**src/rtl/ftdi_bus_sched_if.sv**
```systemverilog
// ---------------------------------------------------------------------------
// ftdi_bus_sched_if
// Groups the FT245 handshake flags, the local buffer status flags and the
// strobes produced by ftdi_bus_sched.
//
// Signals
//   iRxF_n      FT245 RXF#, low = host has a byte available
//   iTxE_n      FT245 TXE#, low = FTDI can accept a byte
//   iRxBufFull  local receive buffer full
//   iTxBufEmpty local transmit buffer empty
//   oRx_n       FT245 RD# strobe, active low
//   oTx_n       FT245 WR strobe, active low
//   oSiwu       FT245 SIWU#, active low
//   oBusOe      FPGA drives the 8-bit FIFO data bus
//   oRxWrEn     capture bus byte into local RX buffer (1 cycle)
//   oTxRdEn     pop local TX buffer (1 cycle, data valid next cycle)
//   oBusy       scheduler not idle
//   oDir        direction of current/last transfer (0 read, 1 write)
//
// Modports
//   master  the scheduler side (drives the o* strobes)
//   slave   the FTDI / buffer side (drives the i* flags)
// ---------------------------------------------------------------------------
interface ftdi_bus_sched_if;
    logic iRxF_n;
    logic iTxE_n;
    logic iRxBufFull;
    logic iTxBufEmpty;
    logic oRx_n;
    logic oTx_n;
    logic oSiwu;
    logic oBusOe;
    logic oRxWrEn;
    logic oTxRdEn;
    logic oBusy;
    logic oDir;

    modport master (
        input  iRxF_n, iTxE_n, iRxBufFull, iTxBufEmpty,
        output oRx_n, oTx_n, oSiwu, oBusOe, oRxWrEn, oTxRdEn, oBusy, oDir
    );

    modport slave (
        output iRxF_n, iTxE_n, iRxBufFull, iTxBufEmpty,
        input  oRx_n, oTx_n, oSiwu, oBusOe, oRxWrEn, oTxRdEn, oBusy, oDir
    );
endinterface

```
**src/rtl/ftdi_bus_sched.sv**
```systemverilog
// ---------------------------------------------------------------------------
// ftdi_bus_sched
// Arbitrates the half-duplex FT245 FIFO bus between host-to-FPGA reads and
// FPGA-to-host writes, generating RD#/WR strobes, bus output enable, local
// buffer strobes and an optional SIWU# flush pulse.
//
// Ports
//   iClk    system clock, all logic on rising edge
//   iRst_n  asynchronous active-low reset
//   bus     ftdi_bus_sched_if.master (flags in, strobes out)
//
// Parameters
//   pRdPulseCycles  RD# low cycles per read         (1..15)
//   pWrPulseCycles  WR low cycles per write         (1..15)
//   pTurnCycles     turnaround cycles write->read   (1..7)
//   pBurstMax       same-direction burst limit when both pending (1..15)
//   pFlushIdle      idle cycles after a write before SIWU# pulse (2..255)
//
// Build option
//   FTDI_SIWU_FLUSH_EN  when defined, a SIWU# pulse flushes the FTDI after
//                       pFlushIdle idle cycles following a write; otherwise
//                       oSiwu is tied high.
//
// All outputs come straight from flops loaded with next-state decodes.
// ---------------------------------------------------------------------------
module ftdi_bus_sched #(
    parameter int pRdPulseCycles = 3,
    parameter int pWrPulseCycles = 3,
    parameter int pTurnCycles    = 1,
    parameter int pBurstMax      = 4,
    parameter int pFlushIdle     = 16
) (
    input  logic               iClk,
    input  logic               iRst_n,
    ftdi_bus_sched_if.master   bus
);

    typedef enum logic [2:0] {
        IDLE,
        RD_LOW,
        RD_REC,
        TURN,
        WR_SETUP,
        WR_LOW,
        WR_HOLD
`ifdef FTDI_SIWU_FLUSH_EN
        , FLUSH
`endif
    } state_t;

    localparam logic [3:0] cRdLast   = 4'(pRdPulseCycles - 1);
    localparam logic [3:0] cWrLast   = 4'(pWrPulseCycles - 1);
    localparam logic [3:0] cTurnLast = 4'(pTurnCycles - 1);
    localparam logic [3:0] cBurstMax = 4'(pBurstMax);

    if (pRdPulseCycles < 1 || pRdPulseCycles > 15 ||
        pWrPulseCycles < 1 || pWrPulseCycles > 15 ||
        pTurnCycles < 1 || pTurnCycles > 7 ||
        pBurstMax < 1 || pBurstMax > 15 ||
        pFlushIdle < 2 || pFlushIdle > 255) begin : gBadParam
        $error("ftdi_bus_sched: parameter out of range");
    end

    function automatic logic [3:0] satInc(input logic [3:0] v);
        return (v == 4'd15) ? v : v + 4'd1;
    endfunction

    state_t     state, stateNext;
    logic [3:0] cnt, cntNext;
    logic [3:0] burstCnt, burstNext;
    logic       dirQ, dirNext;
    logic       rxReq, txReq;
    logic       grantRd, grantWr;
    logic       rxWrEnNext, txRdEnNext;
    logic       rxStrobeN, txStrobeN, busOeQ, rxWrEnQ, txRdEnQ, busyQ;

`ifdef FTDI_SIWU_FLUSH_EN
    localparam logic [7:0] cFlushLast = 8'(pFlushIdle - 1);
    logic       flushArmed, armNext;
    logic [7:0] idleCnt, idleNext;
    logic       siwuQ;
`endif

    // Request terms are only consulted while IDLE, so flag changes during
    // a transfer never alter it.
    assign rxReq = !bus.iRxF_n && !bus.iRxBufFull;
    assign txReq = !bus.iTxE_n && !bus.iTxBufEmpty;

    always_comb begin
        stateNext  = state;
        cntNext    = cnt;
        burstNext  = burstCnt;
        dirNext    = dirQ;
        txRdEnNext = 1'b0;
        grantRd    = 1'b0;
        grantWr    = 1'b0;
`ifdef FTDI_SIWU_FLUSH_EN
        armNext    = flushArmed;
        idleNext   = idleCnt;
`endif

        // Both pending: stay in the current direction until the burst
        // limit, then hand over. dirQ=0 after reset gives rx the tie.
        if (state == IDLE) begin
            if (rxReq && txReq) begin
                if (burstCnt < cBurstMax) begin
                    grantRd = !dirQ;
                    grantWr = dirQ;
                end else begin
                    grantRd = dirQ;
                    grantWr = !dirQ;
                end
            end else begin
                grantRd = rxReq;
                grantWr = txReq;
            end
        end

        case (state)
            IDLE: begin
                if (grantRd) begin
                    burstNext = dirQ ? 4'd1 : satInc(burstCnt);
                    dirNext   = 1'b0;
                    // The FTDI needs the bus released before it drives it.
                    if (dirQ) begin
                        stateNext = TURN;
                        cntNext   = cTurnLast;
                    end else begin
                        stateNext = RD_LOW;
                        cntNext   = cRdLast;
                    end
                end else if (grantWr) begin
                    burstNext  = dirQ ? satInc(burstCnt) : 4'd1;
                    dirNext    = 1'b1;
                    stateNext  = WR_SETUP;
                    cntNext    = 4'd1;
                    txRdEnNext = 1'b1;
`ifdef FTDI_SIWU_FLUSH_EN
                    armNext    = 1'b1;
`endif
                end
`ifdef FTDI_SIWU_FLUSH_EN
                if (grantRd || grantWr) begin
                    idleNext = 8'd0;
                end else if (flushArmed) begin
                    if (idleCnt == cFlushLast) begin
                        stateNext = FLUSH;
                        idleNext  = 8'd0;
                    end else begin
                        idleNext = idleCnt + 8'd1;
                    end
                end
`endif
            end
            TURN: begin
                if (cnt == 4'd0) begin
                    stateNext = RD_LOW;
                    cntNext   = cRdLast;
                end else begin
                    cntNext = cnt - 4'd1;
                end
            end
            RD_LOW: begin
                if (cnt == 4'd0) stateNext = RD_REC;
                else             cntNext   = cnt - 4'd1;
            end
            RD_REC: stateNext = IDLE;
            WR_SETUP: begin
                if (cnt == 4'd0) begin
                    stateNext = WR_LOW;
                    cntNext   = cWrLast;
                end else begin
                    cntNext = cnt - 4'd1;
                end
            end
            WR_LOW: begin
                if (cnt == 4'd0) stateNext = WR_HOLD;
                else             cntNext   = cnt - 4'd1;
            end
            WR_HOLD: stateNext = IDLE;
`ifdef FTDI_SIWU_FLUSH_EN
            FLUSH: begin
                stateNext = IDLE;
                armNext   = 1'b0;
            end
`endif
            default: stateNext = IDLE;
        endcase

        // Capture strobe lands in the final RD# low cycle.
        rxWrEnNext = (stateNext == RD_LOW) && (cntNext == 4'd0);
    end

    always_ff @(posedge iClk or negedge iRst_n) begin
        if (!iRst_n) begin
            state     <= IDLE;
            cnt       <= 4'd0;
            burstCnt  <= 4'd0;
            dirQ      <= 1'b0;
            rxStrobeN <= 1'b1;
            txStrobeN <= 1'b1;
            busOeQ    <= 1'b0;
            rxWrEnQ   <= 1'b0;
            txRdEnQ   <= 1'b0;
            busyQ     <= 1'b0;
        end else begin
            state     <= stateNext;
            cnt       <= cntNext;
            burstCnt  <= burstNext;
            dirQ      <= dirNext;
            rxStrobeN <= (stateNext != RD_LOW);
            txStrobeN <= (stateNext != WR_LOW);
            busOeQ    <= (stateNext == WR_SETUP) || (stateNext == WR_LOW) ||
                         (stateNext == WR_HOLD);
            rxWrEnQ   <= rxWrEnNext;
            txRdEnQ   <= txRdEnNext;
            busyQ     <= (stateNext != IDLE);
        end
    end

`ifdef FTDI_SIWU_FLUSH_EN
    always_ff @(posedge iClk or negedge iRst_n) begin
        if (!iRst_n) begin
            flushArmed <= 1'b0;
            idleCnt    <= 8'd0;
            siwuQ      <= 1'b1;
        end else begin
            flushArmed <= armNext;
            idleCnt    <= idleNext;
            siwuQ      <= (stateNext != FLUSH);
        end
    end
    assign bus.oSiwu = siwuQ;
`else
    assign bus.oSiwu = 1'b1;
`endif

    assign bus.oRx_n   = rxStrobeN;
    assign bus.oTx_n   = txStrobeN;
    assign bus.oBusOe  = busOeQ;
    assign bus.oRxWrEn = rxWrEnQ;
    assign bus.oTxRdEn = txRdEnQ;
    assign bus.oBusy   = busyQ;
    assign bus.oDir    = dirQ;

endmodule

```
**src/flat_wrapper.sv**
```systemverilog
// flat-port wrapper written by rule: the top's interface ports become plain ports
module ftdi_bus_sched_flat 
#(
    parameter int pRdPulseCycles = 3,
    parameter int pWrPulseCycles = 3,
    parameter int pTurnCycles    = 1,
    parameter int pBurstMax      = 4,
    parameter int pFlushIdle     = 16
)
  (iClk, iRst_n, bus_iRxF_n, bus_iTxE_n, bus_iRxBufFull, bus_iTxBufEmpty, bus_oRx_n, bus_oTx_n, bus_oSiwu, bus_oBusOe, bus_oRxWrEn, bus_oTxRdEn, bus_oBusy, bus_oDir);
  ftdi_bus_sched_if bus_i ();
  input  logic iClk;
  input  logic iRst_n;
  input wire logic [$bits(bus_i.iRxF_n)-1:0] bus_iRxF_n;
  input wire logic [$bits(bus_i.iTxE_n)-1:0] bus_iTxE_n;
  input wire logic [$bits(bus_i.iRxBufFull)-1:0] bus_iRxBufFull;
  input wire logic [$bits(bus_i.iTxBufEmpty)-1:0] bus_iTxBufEmpty;
  output wire logic [$bits(bus_i.oRx_n)-1:0] bus_oRx_n;
  output wire logic [$bits(bus_i.oTx_n)-1:0] bus_oTx_n;
  output wire logic [$bits(bus_i.oSiwu)-1:0] bus_oSiwu;
  output wire logic [$bits(bus_i.oBusOe)-1:0] bus_oBusOe;
  output wire logic [$bits(bus_i.oRxWrEn)-1:0] bus_oRxWrEn;
  output wire logic [$bits(bus_i.oTxRdEn)-1:0] bus_oTxRdEn;
  output wire logic [$bits(bus_i.oBusy)-1:0] bus_oBusy;
  output wire logic [$bits(bus_i.oDir)-1:0] bus_oDir;
  assign bus_i.iRxF_n = bus_iRxF_n;
  assign bus_i.iTxE_n = bus_iTxE_n;
  assign bus_i.iRxBufFull = bus_iRxBufFull;
  assign bus_i.iTxBufEmpty = bus_iTxBufEmpty;
  assign bus_oRx_n = bus_i.oRx_n;
  assign bus_oTx_n = bus_i.oTx_n;
  assign bus_oSiwu = bus_i.oSiwu;
  assign bus_oBusOe = bus_i.oBusOe;
  assign bus_oRxWrEn = bus_i.oRxWrEn;
  assign bus_oTxRdEn = bus_i.oTxRdEn;
  assign bus_oBusy = bus_i.oBusy;
  assign bus_oDir = bus_i.oDir;
  ftdi_bus_sched #(.pRdPulseCycles(pRdPulseCycles), .pWrPulseCycles(pWrPulseCycles), .pTurnCycles(pTurnCycles), .pBurstMax(pBurstMax), .pFlushIdle(pFlushIdle)) u_core (.iClk(iClk), .iRst_n(iRst_n), .bus(bus_i));
endmodule
```
**config.mk**
```make
export PLATFORM = sky130hd
export DESIGN_NAME = ftdi_bus_sched_flat
export DESIGN_NICKNAME = d
export VERILOG_FILES = /design/src/rtl/ftdi_bus_sched_if.sv /design/src/rtl/ftdi_bus_sched.sv /design/src/flat_wrapper.sv
export SDC_FILE = /design/constraint.sdc
export NUM_CORES = 1
export LEC_CHECK = 0
export ABC_AREA = 1
export ABC_CLOCK_PERIOD_IN_PS = 5000
export CAP_MARGIN = 10
export CORE_MARGIN = 5
export CORE_UTILIZATION = 55
export DETAILED_ROUTE_END_ITERATION = 10
export PLACE_DENSITY = 0.85
export SYNTH_ARGS = -nofsm -noshare
export SYNTH_HDL_FRONTEND = slang
export SYNTH_SLANG_ARGS = --single-unit
```
**constraint.sdc**
```tcl
create_clock -name iClk -period 5 [get_ports iClk]
set_clock_uncertainty 0.05 [all_clocks]
set_input_delay 1 -clock iClk [delete_from_list [all_inputs] [get_ports iClk]]
set_output_delay 1 -clock iClk [all_outputs]
set_load 0.1 [all_outputs]
```
==> flow_summary_export.csv, run 1 <==
group,metric,value,unit
floorplan,ioPinCount,14,
worst_setup_path,timing.critical_path.buf_inv,1,
sta,hold_viol,0,
floorplan,start_util,0.580,
sta,maxSlewViolCount,0,
routing,ant_nets,0,
placement,dp.cells,178,
yosys,ys_ff_latch,18,
yosys,synth_fp_nets,150,
clock_tree,hold_buffers,0,
worst_hold_path,hold_path_class,"reg2reg",
worst_setup_path,critPathKind,"reg2out",
floorplan,core_area,1960,um^2
yosys,synth_largest_area_cell,"dfrtp_1",
worst_setup_path,end_kind,"primary output",
placement,io_buffers,12,
clock_tree,clock_latency,300,ps
routing,wl,2270,um
sta,rsz0062_at_grt,"false",
layout,top_regs,"u_core.burstCnt: 4 flops, u_core.cnt: 4 flops, u_core.state: 3 flops",
sta,setup_violations,0,
power_and_ir_drop,sw_frac_of_total,0.552,
floorplan,die_h,55.5,um
yosys,ys_types,31,
yosys,synthSimpleGateAreaFrac,0.367,
global_routing,grt_pass1_wl,3990,um
yosys,synth_area_leaders,"dfrtp_1, nand2_1, inv_1, dfstp_2, nand3_1",
worst_setup_path,crit_slowest_cell,"clkdlybuf4s50_1",
global_routing,grt_pass1_vias,965,
clock_tree,cts_tree,"done",
sta,tightest_slew,979,ps
floorplan,rows,16,
yosys,synthXorXnorAreaFrac,0.00769,
global_routing,grt_usage,0.165,
run_status,status,"complete, no violations",
routing,routed_via_density,5.26,
worst_setup_path,r2r-start,"u_core.cnt[0]$_DFF_PN0_",
power_and_ir_drop,ir_worst_vdd,0.000396,V
yosys,synthAdderAreaFrac,0.0330,
power_and_ir_drop,p_total,951,uW
sta,maxSlewHeadroom,0.346,
yosys,synth_edf_count,0,
sta,setup_tns,0,ps
power_and_ir_drop,p_seq_frac,0.286,
layout,layout-drive-gt1-share,0.213,
routing,wl_per_cell,12.5,um
yosys,synth_common_cells,"nand2_1, inv_1, dfrtp_1, nand3_1",
worst_setup_path,cpPeakStageDelay,1120,ps
yosys,yosysWarnings,0,
worst_setup_path,worstPathCellList,"clkdlybuf4s50_1",
power_and_ir_drop,cellPowerDensity,731,nW/um^2
layout,diodes,0,
power_and_ir_drop,p_int,425,uW
yosys,syn_avg_cell_area,8.08,um^2
sta,layout_min_cycle_time,2990,ps
sta,fmax,334,MHz
worst_setup_path,cp.required,3950,ps
global_routing,antenna_found_initial,0,
yosys,synth_compound_area_frac,0.0934,
clock_tree,htree_num_levels,1,
yosys,synth_area,1140,um^2
clock_tree,clkSinkCount,18,
worst_setup_path,cp-start-kind,"flip-flop",
yosys,synthCells,141,
layout,syn_to_final_growth,14.2,%
floorplan,die_w,55.5,um
yosys,ys_async_sr_fraction,1.00,
placement,hpwl,1800,um
worst_setup_path,cp.arrival,1940,ps
sta,timing.final.crit_share,0.599,
clock_tree,clkTransAtPathRegs,90,ps
yosys,ys_seq_area_frac,0.398,
flow_run,drv_cap,0,
clock_tree,numCtsBuffers,3,
yosys,synth_most_common_cell,"nand2_1",
yosys,synth_top_area_share,0.352,
yosys,synth.area.mux_share,0,
placement,place_congestion,0.870,
power_and_ir_drop,p_clk_frac,0.081,
routing,route.detailed.drc,0,
power_and_ir_drop,p_switching,525,uW
layout,layout.core_utilization,0.663,
routing,vias,958,
worst_setup_path,cpLargestDelayFamily,"buffers and inverters",
power_and_ir_drop,p_leak,0.000652,uW
clock_tree,root_buffer,"clkbuf_4",
layout,n_fill_cell,183,
routing,firstDrtPassIters,4,
yosys,synth_top_family_by_area,"simple AND/OR/NAND/NOR gates",
layout,layout.nets,165,
sta,fin_hold_ws,523,ps
floorplan,die_area,3080,um^2
clock_tree,clock_path_buffers,2,
global_routing,grt_max_degree,19,
worst_hold_path,min-delay-start,"u_core.burstCnt[0]$_DFFE_PN0P_",
yosys,synthFlopType,"dfrtp_1",
clock_tree,cts_setup_buffers,0,
layout,layout.cells.non_filler,182,
routing,drtIter0Drc,27,
global_routing,grt-ovfl-total,0,
worst_setup_path,crit_fanout,1,
worst_setup_path,cp-startpoint,"u_core.bus.oRx_n$_DFF_PN1_",
clock_tree,cts.repair.resized,0,
power_and_ir_drop,combPwrFrac,0.634,
## power by group through the flow
stage / logic, uW / registers (uW) / clock network, uW
final: 602 / 272 / 76.7
after global routing: 669 / 280 / 84.3
after detailed placement: 602 / 274 / 0
after floorplan: 353 / 400 / 0
after global placement: 579 / 270 / 0
after CTS: 604 / 271 / 80.0
## cells in the final DEF (no fill, tap or decap), types with 2 or more instances in the layout
master	netlist	layout
nand4_1	2	2
o21ai_0	8	8
o21ai_4	2	2
nand2_4	2	2
inv_2	6	6
a21oi_1	2	2
o21ai_1	2	2
dfrtp_1	16	16
clkbuf_4	0	3
inv_1	17	17
nand2_2	5	5
ha_1	3	3
nor3_1	3	3
clkdlybuf4s50_1	0	12
nand3_2	4	4
dfstp_2	2	2
nand3_1	10	10
nor2_1	8	8
nor2_2	4	4
nand2_1	32	32
## metal layers
layer	vias up	GRT usage	routed length (um)
met5	-	0	0
met4	0	0.108	74
met3	7	0.0326	123
met2	34	0.285	1170
met1	443	0.181	902
li1	474	-	-
## cells by family after synthesis
logic type / Yosys count
and+or+nand+nor: 76
buffers and inverters: 26
DFF: 18
AOI/OAI and AO/OA: 16
adders and majority gates: 3
xor gates and xnor gates: 1
other: 1
## worst paths after layout
check | end | slack [ps] | depth (start not counted)
min in group asynchronous | u_core.bus.oTxRdEn$_DFF_PN0_ | 1100 | 1
worst max-delay path | bus_oRx_n | 2010 | 1
worst min-delay path | u_core.burstCnt[0]$_DFFE_PN0P_ | 520 | 2
max in group asynchronous | u_core.cnt[2]$_DFF_PN0_ | 3290 | 1
worst min register to register | u_core.burstCnt[0]$_DFFE_PN0P_ | 520 | 2
worst max register to register | u_core.bus.oRxWrEn$_DFF_PN0_ | 3150 | 10
## final cells by class
class / instances / area, um^2 / share of cell area
Clock buffer: 4 / 26.3 / 0.0202
Inverter: 24 / 92.6 / 0.0712
Multi-Input combinational cell: 97 / 574 / 0.442
Sequential cell: 18 / 453 / 0.348
Tap cell: 27 / 33.8 / 0.0260
Timing Repair Buffer: 12 / 120 / 0.0924
## per-stage QoR
stage	worst slack, ps	cell area, um^2
2_1_floorplan	2960	1140
3_3_place_gp	2330	1270
3_5_place_dp	2330	1270
4_1_cts	1990	1300
5_1_grt	1960	1300
6_report	2010	1300
No activity file was read; power rests on OpenSTA's default activity.
==> run 2: changes to the inputs <==
--- a/config.mk
+++ b/config.mk
@@ -6,12 +6,12 @@
 export NUM_CORES = 1
 export LEC_CHECK = 0
 export ABC_AREA = 1
-export ABC_CLOCK_PERIOD_IN_PS = 5000
+export ABC_CLOCK_PERIOD_IN_PS = 3000
 export CAP_MARGIN = 10
 export CORE_MARGIN = 5
-export CORE_UTILIZATION = 55
+export CORE_UTILIZATION = 54
 export DETAILED_ROUTE_END_ITERATION = 10
-export PLACE_DENSITY = 0.85
+export PLACE_DENSITY = 0.84
 export SYNTH_ARGS = -nofsm -noshare
 export SYNTH_HDL_FRONTEND = slang
 export SYNTH_SLANG_ARGS = --single-unit
==> constraint.sdc (replaced) <==
create_clock -name iClk -period 3 [get_ports iClk]
set_clock_uncertainty 0.05 [all_clocks]
set_input_delay 0.6 -clock iClk [delete_from_list [all_inputs] [get_ports iClk]]
set_output_delay 0.6 -clock iClk [all_outputs]
set_load 0.1 [all_outputs]
==> flow_summary_export.csv, run 2 (synthesized netlist as in run 1, its figures left out) <==
group,metric,value,unit
power_and_ir_drop,ir_worst_vdd,0.000788,V
global_routing,grt_pass1_wl,3800,um
routing,met1Wirelength,997,um
routing,vias,919,
power_and_ir_drop,p_seq_frac,0.285,
floorplan,die_w,55.9,um
sta,maxSlewViolCount,0,
routing,wl_met3,75,um
worst_setup_path,crit_slowest_cell,"dfrtp_1",
worst_setup_path,cpPeakStageDelay,390,ps
layout,diodes,0,
sta,rsz0062_at_grt,"false",
layout,final_common_cell,"nand2_1",
sta,maxSlewHeadroom,0.478,
global_routing,antenna_found_initial,0,
worst_setup_path,rr_worst_depth,10,
worst_setup_path,cp.depth,10,
worst_setup_path,cpLargestDelayFamily,"simple AND/OR/NAND/NOR gates",
sta,setup_slack,1150,ps
clock_tree,numCtsBuffers,3,
placement,dp.cells,178,
worst_hold_path,hold_path_class,"reg2reg",
clock_tree,clkSinkCount,18,
routing,wl,2140,um
layout,layout.cells.non_filler,182,
routing,route.detailed.drc,0,
global_routing,grt_pass1_vias,885,
floorplan,die_h,55.9,um
layout,layout.nets,165,
power_and_ir_drop,p_switching,863,uW
routing,drtIter0Drc,19,
worst_setup_path,r2r_slack,1150,ps
routing,top_layer,"met4",
floorplan,ioPinCount,14,
routing,ant_nets,0,
worst_hold_path,min-delay-start,"u_core.burstCnt[0]$_DFFE_PN0P_",
worst_setup_path,cp-start-kind,"flip-flop",
floorplan,die_area,3130,um^2
floorplan,rows,16,
power_and_ir_drop,combPwrFrac,0.620,
worst_hold_path,min_delay_worst_endpoint,"u_core.burstCnt[0]$_DFFE_PN0P_",
routing,routed_via_density,5.05,
global_routing,grt-ovfl-total,0,
layout,syn_to_final_growth,13.5,%
floorplan,core_area,1980,um^2
clock_tree,htree_num_levels,1,
placement,place_congestion,0.871,
clock_tree,hold_buffers,0,
clock_tree,clock_path_buffers,2,
power_and_ir_drop,sw_frac_of_total,0.546,
sta,fmax,539,MHz
worst_hold_path,hold_depth,2,
layout,top_regs,"u_core.burstCnt: 4 flops, u_core.cnt: 4 flops, u_core.state: 3 flops",
placement,io_buffers,12,
worst_setup_path,worst_r2r_endpoint,"u_core.bus.oRxWrEn$_DFF_PN0_",
sta,setup_tns,0,ps
floorplan,start_util,0.574,
worst_setup_path,cp.required,3180,ps
sta,tightest_slew,780,ps
worst_setup_path,critPathKind,"reg2reg",
worst_setup_path,crit_fanout,5,
global_routing,grt_usage,0.155,
routing,wl_per_cell,11.8,um
placement,hpwl,1730,um
layout,layout-drive-gt1-share,0.265,
worst_setup_path,r2r-start,"u_core.cnt[0]$_DFF_PN0_",
sta,hold_viol,0,
clock_tree,clkTransAtPathRegs,100,ps
run_status,status,"complete, no violations",
power_and_ir_drop,p_clk_frac,0.095,
sta,fin_hold_ws,527,ps
clock_tree,cts.repair.resized,0,
clock_tree,clock_latency,300,ps
sta,setup_violations,0,
power_and_ir_drop,p_int,719,uW
clock_tree,cts_setup_buffers,0,
flow_run,drv_cap,0,
sta,layout_min_cycle_time,1850,ps
power_and_ir_drop,cellPowerDensity,1220,nW/um^2
worst_setup_path,end_kind,"flip-flop",
routing,route.met2.wl,997,um
worst_setup_path,timing.critical_path.buf_inv,1,
clock_tree,cts_tree,"done",
worst_setup_path,worstPathCellList,"inv_1 > ha_1 > nand2_2 > ha_1 > nor3_1 > nor3_1 > nand2_1 > nand2_1 > nand3_1 > nor2_1",
worst_setup_path,cp.arrival,2030,ps
routing,firstDrtPassIters,4,
layout,final_cell_mix,"nand2_1, inv_1, dfrtp_1, nand3_1",
global_routing,grt_max_degree,19,
power_and_ir_drop,p_leak,0.000666,uW
clock_tree,root_buffer,"clkbuf_4",
sta,timing.final.crit_share,0.618,
placement,place_ws,841,ps
==> run 2: cell types whose count changed in the layout (fill, tap and decap cells not counted), sizes merged <==
cell and change:
clkdlybuf4s50 -7, buf +7
==> run 2: worst register-to-register path: cells and delay by family, from the launching register on <==
kind | cells | cell delay, ps
buffers and inverters | 1 | 120
DFF | 1 | 390
adders and majority gates | 2 | 560
and+or+nand+nor | 7 | 690
==> run 2: power by group through the flow <==
| stage | combinational [uW] | sequential [uW] | clock [uW] |
|---|---|---|---|
| final | 980 | 451 | 151 |
| after global routing | 1100 | 468 | 163 |
| after CTS | 988 | 451 | 155 |
| after detailed placement | 983 | 456 | 0 |
| after global placement | 967 | 452 | 0 |
| after floorplan | 588 | 667 | 0 |
==> run 2: worst max-delay path by stage <==
stage,endpoint,startpoint
2_1_floorplan,u_core.burstCnt[0]$_DFFE_PN0P_,u_core.bus.oDir$_DFFE_PN0P_
3_3_place_gp,u_core.bus.oRxWrEn$_DFF_PN0_,bus_iRxBufFull
3_5_place_dp,u_core.burstCnt[0]$_DFFE_PN0P_,bus_iTxBufEmpty
4_1_cts,u_core.bus.oRxWrEn$_DFF_PN0_,u_core.cnt[1]$_DFF_PN0_
5_1_grt,u_core.bus.oRxWrEn$_DFF_PN0_,u_core.cnt[1]$_DFF_PN0_
6_report,u_core.bus.oRxWrEn$_DFF_PN0_,u_core.cnt[0]$_DFF_PN0_
==> run 2: metrics by stage <==
step / instance area (um^2) / utilization / total power, uW
after global routing: 1290 / 0.652 / 1730
after floorplan: 1140 / - / 1250
after detailed placement: 1260 / 0.634 / 1440
final: 1290 / 0.652 / 1580
after CTS: 1290 / 0.652 / 1590
after global placement: 1260 / 0.634 / 1420
==> run 2: per-layer routing <==
| metal | track usage | vias to the layer above |
|---|---|---|
| li1 | - | 475 |
| met1 | 0.190 | 422 |
| met2 | 0.250 | 16 |
| met3 | 0.0325 | 6 |
| met4 | 0.0881 | 0 |
| met5 | 0 | - |
==> run 2: cell type report <==
class                           count  area (um^2)
Clock buffer                        4         36.3
Fill cell                         168          689
Inverter                           24         92.6
Multi-Input combinational cell     97          574
Sequential cell                    18          453
Tap cell                           27         33.8
Timing Repair Buffer               12          103
==> run 3: changes to the inputs <==
--- a/config.mk
+++ b/config.mk
@@ -6,7 +6,7 @@
 export NUM_CORES = 1
 export LEC_CHECK = 0
 export ABC_AREA = 1
-export ABC_CLOCK_PERIOD_IN_PS = 3000
+export ABC_CLOCK_PERIOD_IN_PS = 1800
 export CAP_MARGIN = 10
 export CORE_MARGIN = 5
 export CORE_UTILIZATION = 54
==> constraint.sdc (replaced) <==
create_clock -name iClk -period 1.8 [get_ports iClk]
set_clock_uncertainty 0.05 [all_clocks]
set_input_delay 0.36 -clock iClk [delete_from_list [all_inputs] [get_ports iClk]]
set_output_delay 0.36 -clock iClk [all_outputs]
set_load 0.1 [all_outputs]
==> flow_summary_export.csv, run 3 (synthesized netlist as in run 1, its figures left out) <==
group,metric,value,unit
placement,io_buffers,12,
power_and_ir_drop,p_clk_frac,0.072,
clock_tree,clkSinkCount,18,
power_and_ir_drop,sw_frac_of_total,0.522,
sta,hold_viol,0,
layout,final_common_cell,"nand2_1",
worst_setup_path,end_kind,"flip-flop",
power_and_ir_drop,p_leak,0.000718,uW
routing,routed_via_density,5.16,
worst_setup_path,critPathKind,"reg2reg",
routing,wl_per_cell,12.2,um
global_routing,grt_pass1_vias,947,
worst_hold_path,hold_path_class,"in2async",
placement,hpwl,1890,um
layout,top_regs,"u_core.burstCnt: 4 flops, u_core.cnt: 4 flops, u_core.state: 3 flops",
global_routing,grt-ovfl-total,0,
routing,firstDrtPassIters,4,
layout,layout.nets,171,
placement,placed_area,1390,um^2
worst_setup_path,cp.required,1970,ps
routing,ant_nets,0,
worst_setup_path,worstPathCellList,"inv_2 > ha_4 > nand2_2 > ha_1 > nor3_1 > nor3_1 > nand2_1 > nand2_1 > nand3_1 > nor2_1",
floorplan,ioPinCount,14,
routing,wl,2300,um
placement,place_ws,-95.8,ps
clock_tree,cts_setup_buffers,0,
power_and_ir_drop,ir_worst_vdd,0.00132,V
floorplan,core_area,1980,um^2
clock_tree,numCtsBuffers,3,
clock_tree,htree_num_levels,1,
worst_setup_path,cp-start-kind,"flip-flop",
power_and_ir_drop,p_switching,1530,uW
layout,final_cell_area,1430,um^2
layout,layout.core_utilization,0.723,
worst_setup_path,r2r-start,"u_core.cnt[1]$_DFF_PN0_",
global_routing,grt_usage,0.167,
floorplan,die_h,55.9,um
placement,dp.cells,184,
worst_setup_path,cp.arrival,1820,ps
clock_tree,root_buffer,"clkbuf_4",
power_and_ir_drop,p_int,1400,uW
power_and_ir_drop,p_seq_frac,0.272,
floorplan,die_area,3130,um^2
global_routing,antenna_found_initial,0,
flow_run,drv_cap,0,
layout,diodes,0,
power_and_ir_drop,combPwrFrac,0.655,
power_and_ir_drop,cellPowerDensity,2050,nW/um^2
sta,setup_slack,149,ps
sta,timing.final.crit_share,0.917,
sta,setup_violations,0,
placement,place_congestion,0.905,
worst_setup_path,crit_fanout,3,
sta,fmax,606,MHz
layout,layout.cells.non_filler,188,
clock_tree,clock_path_buffers,2,
layout,final_cell_mix,"nand2_1, inv_1, dfrtp_1, nand3_1",
floorplan,die_w,55.9,um
worst_setup_path,cpPeakStageDelay,420,ps
worst_setup_path,cp-startpoint,"u_core.cnt[1]$_DFF_PN0_",
worst_setup_path,crit_slowest_cell,"dfrtp_1",
run_status,status,"complete, no violations",
clock_tree,clkTransAtPathRegs,110,ps
clock_tree,clock_latency,290,ps
sta,maxSlewViolCount,0,
routing,route.detailed.drc,0,
global_routing,grt_max_degree,19,
floorplan,rows,16,
routing,drtIter0Drc,17,
clock_tree,cts_tree,"done",
power_and_ir_drop,p_total,2930,uW
floorplan,start_util,0.574,
layout,layout-drive-gt1-share,0.311,
layout,syn_to_final_growth,25.9,%
routing,vias,970,
sta,layout_min_cycle_time,1650,ps
global_routing,grt_pass1_wl,4230,um
-- run 3: changes by cell type in the layout (fill, tap and decap cells not counted), sizes merged --
cell / before / now
buf: 7 / 13
-- run 3: worst max-delay path, delay by kind of cell (launching register included) --
kind                       cells  cell delay [ps]
DFF                            1              420
adders and majority gates      2              410
and+or+nand+nor                7              610
buffers and inverters          1              100
-- run 3: cell type report --
cell class / instances / area [um^2]
Multi-Input combinational cell: 97 / 592
Fill cell: 144 / 548
Clock buffer: 4 / 26.3
Sequential cell: 18 / 454
Inverter: 24 / 92.6
Timing Repair Buffer: 18 / 235
Tap cell: 27 / 33.8
-- run 3: final timing paths --
kind | slack, ps | to | cells after the start
setup reg to reg | 150 | u_core.bus.oRxWrEn$_DFF_PN0_ | 10
hold reg to reg | 550 | u_core.cnt[1]$_DFF_PN0_ | 2
max in group asynchronous | 1100 | u_core.bus.oRx_n$_DFF_PN1_ | 2
min in group iClk | 550 | u_core.cnt[1]$_DFF_PN0_ | 2
setup / recovery | 150 | u_core.bus.oRxWrEn$_DFF_PN0_ | 10
hold / removal | 330 | u_core.bus.oTxRdEn$_DFF_PN0_ | 2
-- run 3: power by group through the flow --
stage                     logic (uW)  clock network (uW)  registers [uW]
after global placement          1840                   0             787
after floorplan                  978                   0            1110
after CTS                       1900                 215             791
final                           1920                 212             799
after global routing            2120                 246             830
after detailed placement        1890                   0             799
-- run 3: layer usage --
metal	track usage	vias up	routed length, um
met1	0.206	461	999
met3	0.0557	4	106
met4	0.0475	0	33
met2	0.277	20	1160
li1	-	485	-
met5	0	-	0
-- run 3: repair_timing --
action                                  4_1_cts  5_1_grt
hold buffers                                  0        0
gates resized for setup                       0        5
endpoints found under the setup margin        0        1
-- run 3: through the flow --
| stage | TNS, ps | hold WS (ps) |
|---|---|---|
| finish | 0 | 327 |
| global route | -15.1 | 343 |
| CTS | 0 | 337 |
| detailed placement | -398 | 509 |
| global placement | -107 | 479 |
| floorplan | 0 | 14.4 |
